--- config.mk ---
export PLATFORM = sky130hd
export DESIGN_NAME = mem_arbiter
export DESIGN_NICKNAME = d
export VERILOG_FILES = /design/src/rtl/mem_arbiter.sv
export SDC_FILE = /design/constraint.sdc
export NUM_CORES = 1
export LEC_CHECK = 0
export ABC_AREA = 1
export CELL_PAD_IN_SITES_DETAIL_PLACEMENT = 1
export CELL_PAD_IN_SITES_GLOBAL_PLACEMENT = 1
export CORE_ASPECT_RATIO = 0.9
export CORE_MARGIN = 8
export CORE_UTILIZATION = 30
export DETAILED_ROUTE_END_ITERATION = 6
export PLACE_DENSITY_LB_ADDON = 0.05
export SYNTH_ARGS = -nofsm -noshare
export SYNTH_HDL_FRONTEND = slang
export SYNTH_SLANG_ARGS = --single-unit
--- constraint.sdc ---
create_clock -name clk_i -period 2.4 [get_ports clk_i]
set_input_delay 0.36 -clock clk_i [delete_from_list [all_inputs] [get_ports clk_i]]
set_output_delay 0.36 -clock clk_i [all_outputs]
set_load 0.01 [all_outputs]
--- src/rtl/mem_arbiter.sv ---
// -----------------------------------------------------------------------------
// mem_arbiter
//
// Purpose:
//   Shares one external memory port between the instruction-fetch requester
//   (read-only) and the data-memory requester (read/write). Only one
//   transaction is outstanding at a time. When both requesters are valid,
//   arbitration is round-robin. The arbiter also provides the in-flight
//   indications that the pipeline hazard unit uses for stall generation.
//
// Optional feature:
//   `define RVGA_MEM_TIMEOUT_EN enables a response watchdog. If no response
//   arrives within TIMEOUT_CYCLES cycles of RESP, the owner receives an error
//   response (data 0, err_o = 1).
//
// Ports:
//   clk_i, rst_i                   clock, synchronous active-low reset
//   imem_req_v_i/addr_i            fetch request
//   imem_req_ready_o               fetch request accepted (comb, IDLE only)
//   imem_resp_v_o/data_o           fetch response pulse and data
//   dmem_req_v_i/we_i/addr_i/
//     wdata_i/wmask_i              data request
//   dmem_req_ready_o               data request accepted (comb, IDLE only)
//   dmem_resp_v_o/rdata_o          data response / write ack pulse and data
//   imem_read_v_o, dmem_read_v_o   transaction in flight per requester
//   err_o                          qualifies a response pulse as a timeout
//   mem_req_v_o, mem_we_o, mem_addr_o, mem_wdata_o, mem_wmask_o
//                                  registered request to memory
//   mem_req_ready_i                memory accepts the request
//   mem_resp_v_i, mem_rdata_i      memory response
// -----------------------------------------------------------------------------
module mem_arbiter #(
   parameter int AW             = 32,
   parameter int DW             = 32,
   parameter int TIMEOUT_CYCLES = 256
) (
   input  logic            clk_i,
   input  logic            rst_i,
   input  logic            imem_req_v_i,
   input  logic [AW-1:0]   imem_addr_i,
   output logic            imem_req_ready_o,
   output logic            imem_resp_v_o,
   output logic [DW-1:0]   imem_data_o,
   input  logic            dmem_req_v_i,
   input  logic            dmem_we_i,
   input  logic [AW-1:0]   dmem_addr_i,
   input  logic [DW-1:0]   dmem_wdata_i,
   input  logic [DW/8-1:0] dmem_wmask_i,
   output logic            dmem_req_ready_o,
   output logic            dmem_resp_v_o,
   output logic [DW-1:0]   dmem_rdata_o,
   output logic            imem_read_v_o,
   output logic            dmem_read_v_o,
   output logic            err_o,
   output logic            mem_req_v_o,
   output logic            mem_we_o,
   output logic [AW-1:0]   mem_addr_o,
   output logic [DW-1:0]   mem_wdata_o,
   output logic [DW/8-1:0] mem_wmask_o,
   input  logic            mem_req_ready_i,
   input  logic            mem_resp_v_i,
   input  logic [DW-1:0]   mem_rdata_i
);

   typedef enum logic [1:0] {IDLE, REQ, RESP} state_t;

   state_t            state_q, state_d;
   logic              owner_q, owner_d;         // 1 = dmem owns the transaction
   logic              rr_imem_q, rr_imem_d;     // 1 = imem wins the next tie
   logic              mem_we_q, mem_we_d;
   logic [AW-1:0]     mem_addr_q, mem_addr_d;
   logic [DW-1:0]     mem_wdata_q, mem_wdata_d;
   logic [DW/8-1:0]   mem_wmask_q, mem_wmask_d;
   logic              imem_resp_v_q, imem_resp_v_d;
   logic              dmem_resp_v_q, dmem_resp_v_d;
   logic [DW-1:0]     imem_data_q, imem_data_d;
   logic [DW-1:0]     dmem_rdata_q, dmem_rdata_d;
   logic              imem_read_v_q, imem_read_v_d;
   logic              dmem_read_v_q, dmem_read_v_d;
   logic              err_q, err_d;
   logic              gnt_imem, gnt_dmem;
   logic              timeout_hit;

`ifdef RVGA_MEM_TIMEOUT_EN
   localparam logic [15:0] TMO_LIMIT = 16'(TIMEOUT_CYCLES);
   logic [15:0] tmo_cnt_q, tmo_cnt_d;
   assign timeout_hit = (tmo_cnt_q >= TMO_LIMIT);
`else
   // Watchdog absent: RESP waits indefinitely. The comparison only keeps the
   // parameter referenced in this build and folds to constant 0.
   assign timeout_hit = 1'b0 & (TIMEOUT_CYCLES == 0);
`endif

   always_comb begin
      state_d       = state_q;
      owner_d       = owner_q;
      rr_imem_d     = rr_imem_q;
      mem_we_d      = mem_we_q;
      mem_addr_d    = mem_addr_q;
      mem_wdata_d   = mem_wdata_q;
      mem_wmask_d   = mem_wmask_q;
      imem_resp_v_d = 1'b0;
      dmem_resp_v_d = 1'b0;
      imem_data_d   = imem_data_q;
      dmem_rdata_d  = dmem_rdata_q;
      imem_read_v_d = imem_read_v_q;
      dmem_read_v_d = dmem_read_v_q;
      err_d         = 1'b0;
      gnt_imem      = 1'b0;
      gnt_dmem      = 1'b0;
`ifdef RVGA_MEM_TIMEOUT_EN
      tmo_cnt_d     = tmo_cnt_q;
`endif
      case (state_q)
         IDLE: begin
            gnt_dmem = dmem_req_v_i & (~imem_req_v_i | ~rr_imem_q);
            gnt_imem = imem_req_v_i & (~dmem_req_v_i |  rr_imem_q);
            // In-flight flags cover the response cycle, so they only drop
            // one cycle after returning to IDLE (unless a new grant follows).
            imem_read_v_d = 1'b0;
            dmem_read_v_d = 1'b0;
            if (gnt_dmem) begin
               owner_d       = 1'b1;
               rr_imem_d     = 1'b1;
               mem_we_d      = dmem_we_i;
               mem_addr_d    = dmem_addr_i;
               mem_wdata_d   = dmem_wdata_i;
               mem_wmask_d   = dmem_wmask_i;
               dmem_read_v_d = 1'b1;
               state_d       = REQ;
            end else if (gnt_imem) begin
               owner_d       = 1'b0;
               rr_imem_d     = 1'b0;
               mem_we_d      = 1'b0;
               mem_addr_d    = imem_addr_i;
               mem_wdata_d   = '0;
               mem_wmask_d   = '0;
               imem_read_v_d = 1'b1;
               state_d       = REQ;
            end
         end
         REQ: begin
            if (mem_req_ready_i) begin
               state_d = RESP;
`ifdef RVGA_MEM_TIMEOUT_EN
               tmo_cnt_d = '0;
`endif
            end
         end
         RESP: begin
`ifdef RVGA_MEM_TIMEOUT_EN
            tmo_cnt_d = tmo_cnt_q + 16'd1;
`endif
            // A real response takes priority over a coincident expiry.
            if (mem_resp_v_i) begin
               state_d = IDLE;
               if (owner_q) begin
                  dmem_resp_v_d = 1'b1;
                  dmem_rdata_d  = mem_we_q ? '0 : mem_rdata_i;
               end else begin
                  imem_resp_v_d = 1'b1;
                  imem_data_d   = mem_rdata_i;
               end
            end else if (timeout_hit) begin
               state_d = IDLE;
               err_d   = 1'b1;
               if (owner_q) begin
                  dmem_resp_v_d = 1'b1;
                  dmem_rdata_d  = '0;
               end else begin
                  imem_resp_v_d = 1'b1;
                  imem_data_d   = '0;
               end
            end
         end
         default: state_d = IDLE;
      endcase
   end

   always_ff @(posedge clk_i) begin
      if (!rst_i) begin
         state_q       <= IDLE;
         owner_q       <= 1'b0;
         rr_imem_q     <= 1'b0;
         mem_we_q      <= 1'b0;
         mem_addr_q    <= '0;
         mem_wdata_q   <= '0;
         mem_wmask_q   <= '0;
         imem_resp_v_q <= 1'b0;
         dmem_resp_v_q <= 1'b0;
         imem_data_q   <= '0;
         dmem_rdata_q  <= '0;
         imem_read_v_q <= 1'b0;
         dmem_read_v_q <= 1'b0;
         err_q         <= 1'b0;
`ifdef RVGA_MEM_TIMEOUT_EN
         tmo_cnt_q     <= '0;
`endif
      end else begin
         state_q       <= state_d;
         owner_q       <= owner_d;
         rr_imem_q     <= rr_imem_d;
         mem_we_q      <= mem_we_d;
         mem_addr_q    <= mem_addr_d;
         mem_wdata_q   <= mem_wdata_d;
         mem_wmask_q   <= mem_wmask_d;
         imem_resp_v_q <= imem_resp_v_d;
         dmem_resp_v_q <= dmem_resp_v_d;
         imem_data_q   <= imem_data_d;
         dmem_rdata_q  <= dmem_rdata_d;
         imem_read_v_q <= imem_read_v_d;
         dmem_read_v_q <= dmem_read_v_d;
         err_q         <= err_d;
`ifdef RVGA_MEM_TIMEOUT_EN
         tmo_cnt_q     <= tmo_cnt_d;
`endif
      end
   end

   assign imem_req_ready_o = gnt_imem;
   assign dmem_req_ready_o = gnt_dmem;
   assign imem_resp_v_o    = imem_resp_v_q;
   assign imem_data_o      = imem_data_q;
   assign dmem_resp_v_o    = dmem_resp_v_q;
   assign dmem_rdata_o     = dmem_rdata_q;
   assign imem_read_v_o    = imem_read_v_q;
   assign dmem_read_v_o    = dmem_read_v_q;
   assign err_o            = err_q;
   assign mem_req_v_o      = (state_q == REQ);
   assign mem_we_o         = mem_we_q;
   assign mem_addr_o       = mem_addr_q;
   assign mem_wdata_o      = mem_wdata_q;
   assign mem_wmask_o      = mem_wmask_q;

endmodule

==> metrics.md, run 1 <==
| Metric | Value |
|---|---|
| Run status | complete, no violations |
| Cell variety after synth | 16 |
| Final instance area | 0.00966 mm² |
| DPL Wire Length | 17100 µm |
| CP startpoint kind | register |
| Total number of vias | roughly 6700 |
| Relative slew slack | 0.503 |
| DR WL/cell | 17.2 µm |
| Crit path time final | 2170 ps |
| CTS Hold Bufs | 0 |
| Final Skew | 8.67 ps |
| Placed Area | 0.00906 mm² |
| DRT iter0 DRCs | 336 |
| GP Congestion | ~0.74 |
| Vias per inst | 4.68 |
| First-pass GRT wire length | 38200 µm |
| Hold Violations, Final | 0 |
| Total GRT Usage | 0.191 |
| Worst setup margin | 234 ps |
| Count leader, synth | nand2_1 |
| Syn avg cell area | around 6.7 µm² |
| Initial core utilization | 0.305 |
| Top-area cell type share of the netlist area | 0.461 |
| Int Pwr | 4.66 mW |
| Critical-path maximum fanout | 6 |
| Post-Place Cells | 1388 |
| Share of power burned in registers | 0.391 |
| Place WS | 283 ps |
| Setup violators final | 0 |
| CTS buffer count | 17 |
| Skew-Pair Late Insertion Delay | 420 ps |
| Worst EP required | 2040 ps |
| CTS tree | built |
| Clock share of power | 0.416 |
| Dominant synthesized flop cell | dfxtp_1 |
| Die Height | ~150 µm |
| Vias in the first global route | about 6800 |
| Die area | 0.0251 mm² |
| Post-synth EDFFs | 0 |
| Ys Warns | 0 |
| Peak supply drop | 523 µV |
| Final Max Tran Viols | 0 |
| CTS root buf | clkbuf_16 |
| Async set or reset register ratio after synthesis | 0 |
| DRC violations left | 0 |
| Synthesized flop and latch total | 140 |
| Clock Sinks | 140 |
| Mapped Area | 0.00607 mm² |
| Register area share after synthesis | 0.461 |
| Peak Freq | 462 MHz |
| Post-DRT Antenna Nets | 0 |
| Total grt overflow | 0 |
| Worst slew pin tran | between 700 and 800 ps |
| Clock tree buffer depth | 2 |
| Hold WS | 352 ps |
| Setup crit end kind | primary output |
| HP Class | in -> reg |
| Comb power frac | 0.193 |
| Fin Setup TNS | 0 ps |
| Total power draw | 6.46 mW |
| Crit path DAT | between 1500 and 2000 ps |
| Port Buffers | 278 |
| Largest net degree at the start of global routing | 70 |
| Kind of critical path | reg -> out |
| CTS resizes | 0 |
| Cell Rows | 49 |
| Layout cells sized above 1 | 0.0524 |
| Pwr Density | 668 mW/mm² |
| Leading cell types by count after synthesis | 240 x nand2_1, 165 x nor2_1, 140 x dfxtp_1 |
| Total Wirelength | approximately 24000 µm |
| Gate Count Post-Synth | 909 |
| RSZ-0062 raised after global routing | no |
| Die X | 166 µm |
| Nets | 1291 |
| Final Non-Filler Cells | around 1400 |
| Leakage | 4.16 nW |
| Fin crit share | 0.902 |
| Top Ports | 280 |
| Sw Ratio | 0.279 |
| Area contributors post-synth | dfxtp_1 46%, nand2_1 15%, nor2_1 10% |
| CTS H-tree lvls | 4 |
| Area delta synth->final | 59.0% |
| Psw | 1.80 mW |
| Setup Buffers After CTS | 0 |
| Max Cap Viol | 0 |
| DR pass1 iterations | 4 |
| Clock Pin Slew Worst Setup and Hold Paths | 60 ps |
| Core Footprint | ~0.020 mm² |
| Initial antenna violation count | 2 |
| Final core utilization | 0.485 |
| Synth area leader | dfxtp_1 |
| Syn_nets | around 1000 |
==> flip-flops by register name, summed over array words and instances, names as in the netlist, 2 cells and up <==
name,cells
mem_wdata_o,32
dmem_rdata_o,32
mem_addr_o,32
mem_wmask_o,4
imem_data_o,32
state_q,2
==> cell families after synthesis <==
family	count (synthesis)	share of synthesized area
buf+inv	150	0.0976
flops	140	0.461
other cells	1	0.000617
simple gates	576	0.406
compound gates	42	0.0346
==> cells in the final DEF (no fill, tap or decap), types with 2 or more instances in the layout <==
cell,synthesis,final
nand3_1,100,100
nor2_1,165,162
clkinv_4,0,2
bufinv_16,0,2
clkinvlp_4,0,5
a21oi_1,42,42
clkbuf_8,0,2
inv_6,0,2
dfxtp_1,140,140
buf_12,0,2
clkdlybuf4s50_1,0,276
nand2_1,240,238
nand4_1,69,69
nor2_2,1,4
inv_1,73,73
diode_2,0,3
clkbuf_16,0,17
buf_4,1,20
==> final cells by class <==
type                       count  area [µm²]
fill                        2486       10300
timing repair buffer         299        2960
sequential                   140        2800
multi-input combinational    619        2700
clock buffer                  20         457
tap                          255         319
inverter                      75         282
clock inverter                12         138
antenna                        3        7.51
==> per-layer routing <==
layer  wire (µm)  vias up  GRT usage
met5           0        -          0
met4         435        0     0.0685
met3        2150       24     0.0823
met2       11100      176      0.301
met1       10800     3090      0.231
li1            -     3370          -
==> power by group through the flow <==
stage	logic (mW)	clock network [mW]	registers, mW
global placement	1.24	0	2.57
floorplan	0.519	0	2.63
global route	1.37	2.85	2.54
detailed placement	1.25	0	2.58
finish	1.25	2.69	2.52
CTS	1.26	2.77	2.52
==> path summary, 6_finish.rpt <==
check | startpoint | endpoint | slack, ps | depth (start not counted)
worst max-delay path | rr_imem_q$_SDFFE_PN0P_ | imem_req_ready_o | 230 | 5
worst min-delay path | dmem_req_v_i | dmem_read_v_o$_SDFFE_PN0P_ | 350 | 3
worst max register to register | rr_imem_q$_SDFFE_PN0P_ | mem_wdata_o[12]$_SDFFE_PN0P_ | 680 | 5
worst min register to register | mem_wdata_o[30]$_SDFFE_PN0P_ | mem_wdata_o[30]$_SDFFE_PN0P_ | 460 | 2
==> critical path, stage by stage (launching register included) <==
cell and delay (ps):
dfxtp_1 500, inv_2 80, nand2_1 70, nand3_1 90
inv_1 80, clkdlybuf4s50_1 580
(Power assumes the default switching activity.)
==> run 2, diff against run 1 <==
--- a/config.mk
+++ b/config.mk
@@ -6,6 +6,7 @@
 export NUM_CORES = 1
 export LEC_CHECK = 0
 export ABC_AREA = 1
+export CAP_MARGIN = 5
 export CELL_PAD_IN_SITES_DETAIL_PLACEMENT = 1
 export CELL_PAD_IN_SITES_GLOBAL_PLACEMENT = 1
 export CORE_ASPECT_RATIO = 0.9
==> results of run 2 <==
The final DEF is identical to that of run 1; final timing and power are the same.
==> run 3, diff against run 2 <==
--- a/config.mk
+++ b/config.mk
@@ -5,7 +5,6 @@
 export SDC_FILE = /design/constraint.sdc
 export NUM_CORES = 1
 export LEC_CHECK = 0
-export ABC_AREA = 1
 export CAP_MARGIN = 5
 export CELL_PAD_IN_SITES_DETAIL_PLACEMENT = 1
 export CELL_PAD_IN_SITES_GLOBAL_PLACEMENT = 1
==> run 3 against run 2 <==
- clock power is 15% higher
- fmax is 2.7% lower
- flip-flop and latch count stayed put
- combinational power is 14% lower
- non-clock buffer count is 3 lower
- synthesized area is 14% lower
- critical path depth is 1 higher
- core utilization is 3.9 points higher
- final cell count is 29% lower
- wire length is 18% lower
- largest power group unchanged
==> metrics.md, run 3 <==
| Metric | Value |
|---|---|
| DRC violations left | 0 |
| Setup violators final | 0 |
| Ys Warns | 0 |
| Cell mode on critical path | clkdlybuf4s50_1 |
| CP startpoint kind | primary input |
| Register area share after synthesis | 0.539 |
| Count leader, synth | dfxtp_1 |
| Sw Ratio | 0.233 |
| Post-DRT Antenna Nets | 0 |
| Fin crit share | 0.927 |
| Clock tree buffer depth | 2 |
| Gate Count Post-Synth | 516 |
| Port Buffers | 278 |
| Total grt overflow | 0 |
| Relative slew slack | 0.625 |
| Final Max Tran Viols | 0 |
| Initial core utilization | 0.308 |
| Reg2reg end | mem_addr_o[3]$_SDFFE_PN0P_ |
| Register-to-Register Path Depth | 5 |
| Dominant synthesized flop cell | dfxtp_1 |
| Nets | 922 |
| Cell variety after synth | 32 |
| Setup crit end kind | primary output |
| Core Footprint | 0.0169 mm² |
| Worst setup margin | 175 ps |
| Total GRT Usage | 0.178 |
| Worst slew pin tran | between 500 and 600 ps |
| Crit-path max cell delay | 570 ps |
| Async set or reset register ratio after synthesis | 0 |
| Vias in the first global route | 5231 |
| Commonest cells after routing, fill and taps aside | 277 x clkdlybuf4s50_1, 140 x dfxtp_1, 131 x nand2_1 |
| Cell Rows | 45 |
| Post-synth EDFFs | 0 |
| Crit path DAT | 1870 ps |
| Largest net degree at the start of global routing | 55 |
| Leading cell types by count after synthesis | 140 x dfxtp_1, 131 x nand2_1, 69 x a22o_1 |
| Die X | 155 µm |
| Register area | around 0.0028 mm² |
| FILL cells | 1840 |
| Worst EP required | 2040 ps |
| Vias per inst | slightly below 5 |
| Reg-to-Reg Start | state_q[1]$_SDFFE_PN0P_ |
| Mapped Area | 0.00519 mm² |
| DPL Wire Length | 14600 µm |
| Area of the multi-input gates | roughly 0.0021 mm² |
| Pwr Density | roughly 750 mW/mm² |
| First-pass GRT wire length | ~30000 µm |
| Syn_nets | around 660 |
| DR WL/cell | 19.9 µm |
| Peak supply drop | between 400 and 500 µV |
| Place WS | -32.6 ps |
| CTS H-tree lvls | 4 |
| Crit path to | dmem_req_ready_o |
| Area delta synth->final | 70.4% |
| Max Cap Viol | 0 |
| HP Class | reg -> reg |
| Run status | complete, no violations |
| Top-area cell type share of the netlist area | 0.539 |
| Syn avg cell area | 10.1 µm² |
| Critical path launch point | imem_req_v_i |
| Share of power burned in registers | 0.378 |
| Comb power frac | 0.160 |
| Critical-path maximum fanout | 3 |
| Initial antenna violation count | 0 |
| CTS root buf | clkbuf_16 |
| Total number of vias | 4965 |
| Final Skew | 12.9 ps |
| Total power draw | between 6 and 7 mW |
| RSZ-0062 raised after global routing | no |
| Clock share of power | 0.462 |
| DRT iter0 DRCs | 182 |
| Area contributors post-synth | dfxtp_1 54%, a22o_1 12%, nand2_1 9.5% |
| Die area | 0.0218 mm² |
| CTS tree | built |
| Clock Sinks | 140 |
| Peak Freq | 449 MHz |
| Top Ports | 280 |
| Reg-to-reg setup timing slack | 670 ps |
| Int Pwr | roughly 5.1 mW |
| Die Height | 141 µm |
| Psw | 1.55 mW |
| Hold Violations, Final | 0 |
| Clock Pin Slew Worst Setup and Hold Paths | about 50 ps |
| Synthesized flop and latch total | 140 |
| Antenna Cells | 0 |
| Setup Buffers After CTS | 0 |
| Skew-Pair Late Insertion Delay | approximately 420 ps |
| Layout cells sized above 1 | 0.109 |
| Leakage | around 3.3 nW |
| Kind of critical path | in -> out |
| Total Wirelength | 20000 µm |
| Commonest non-fill, non-tap cell in the layout | clkdlybuf4s50_1 |
| Crit path time final | approximately 2200 ps |
| GP Congestion | 0.766 |
| CTS buffer count | 17 |
| Crit-path cells | clkdlybuf4s50_1 > buf_4 > a21boi_2 > nand2_1 > inv_1 > clkdlybuf4s50_1 |
| Crit-path slowest cell | clkdlybuf4s50_1 |
| Synth area leader | dfxtp_1 |
| DR pass1 iterations | 6 |
## run 3: cell count changes in the layout (fill, tap and decap cells not counted), sizes merged, moves of 4 or more
| cell | previous run | this run |
|---|---|---|
| a21oi | 42 | 68 |
| inv | 76 | 4 |
| clkinvlp | 5 | 1 |
| nand2 | 240 | 131 |
| nor2 | 166 | 5 |
| nand4 | 69 | 0 |
| a311oi | 0 | 32 |
| nand3 | 100 | 1 |
| a22o | 0 | 69 |
| bufinv | 2 | 6 |
| buf | 23 | 18 |
## run 3: critical path: cells and delay by family
| family | cells | cell delay [ps] |
|---|---|---|
| AO/OA/AOI/OAI | 1 | 150 |
| AND/OR/NAND/NOR | 1 | 120 |
| buffers and inverters | 4 | 1230 |
## run 3: kinds of logic after synthesis
group / after synthesis / share of synthesized area
buffers and inverters: 51 / 0.0588
other: 1 / 0.000722
AOI/OAI and AO/OA: 176 / 0.284
and+or+nand+nor: 148 / 0.117
DFF: 140 / 0.539
## run 3: final cells by class
class | count | share of cell area
sequential | 140 | 0.317
multi-input combinational | 325 | 0.238
inverter | 3 | 0.00127
timing repair buffer | 296 | 0.335
clock inverter | 9 | 0.0232
tap | 211 | 0.0298
clock buffer | 22 | 0.0558
## run 3: repair_timing
| action | in CTS | in global routing |
|---|---|---|
| endpoints found under the setup margin | 1 | 0 |
| resized for setup | 1 | 0 |
| hold buffers | 0 | 0 |
## run 3: worst min path at each step
stage | slack (ps) | to | cells after the start | start
final | 450 | imem_data_o[9]$_SDFFE_PN0P_ | 2 | imem_data_o[9]$_SDFFE_PN0P_
after global placement | 440 | imem_data_o[27]$_SDFFE_PN0P_ | 2 | imem_data_o[27]$_SDFFE_PN0P_
after CTS | 460 | imem_data_o[9]$_SDFFE_PN0P_ | 2 | imem_data_o[9]$_SDFFE_PN0P_
after detailed placement | 450 | imem_data_o[9]$_SDFFE_PN0P_ | 2 | imem_data_o[9]$_SDFFE_PN0P_
after floorplan | 480 | imem_read_v_o$_SDFFE_PN0P_ | 1 | rst_i
after global routing | 470 | imem_data_o[23]$_SDFFE_PN0P_ | 2 | imem_data_o[23]$_SDFFE_PN0P_
## run 3: routing by layer
metal	part of all wire	vias up	GRT usage
li1	-	2364	-
met1	0.44	2397	0.212
met2	0.46	187	0.290
met3	0.082	17	0.0687
met4	0.017	0	0.0598
met5	0	-	0
## run 3: power groups by stage
stage,combinational [mW],sequential (mW),clock [mW]
5_1_grt,1.14,2.54,3.27
3_3_place_gp,1.06,2.57,0
3_5_place_dp,1.08,2.57,0
6_report,1.07,2.52,3.09
4_1_cts,1.08,2.52,3.17
2_1_floorplan,0.411,2.62,0
## run 3: through the flow
| step | util | cell area (µm²) | hold slack, ps | TNS [ps] | instances |
|---|---|---|---|---|---|
| 3_5_place_dp | 0.483 | 8150 | 448 | -32.6 | 975 |
| 6_report | 0.524 | 8850 | 452 | 0 | 1006 |
| 4_1_cts | 0.524 | 8850 | 456 | 0 | 1006 |
| 3_3_place_gp | 0.483 | 8150 | 443 | -12.8 | 975 |
| 5_1_grt | 0.524 | 8850 | 474 | 0 | 1006 |
| 2_1_floorplan | - | 5190 | 478 | 0 | 516 |
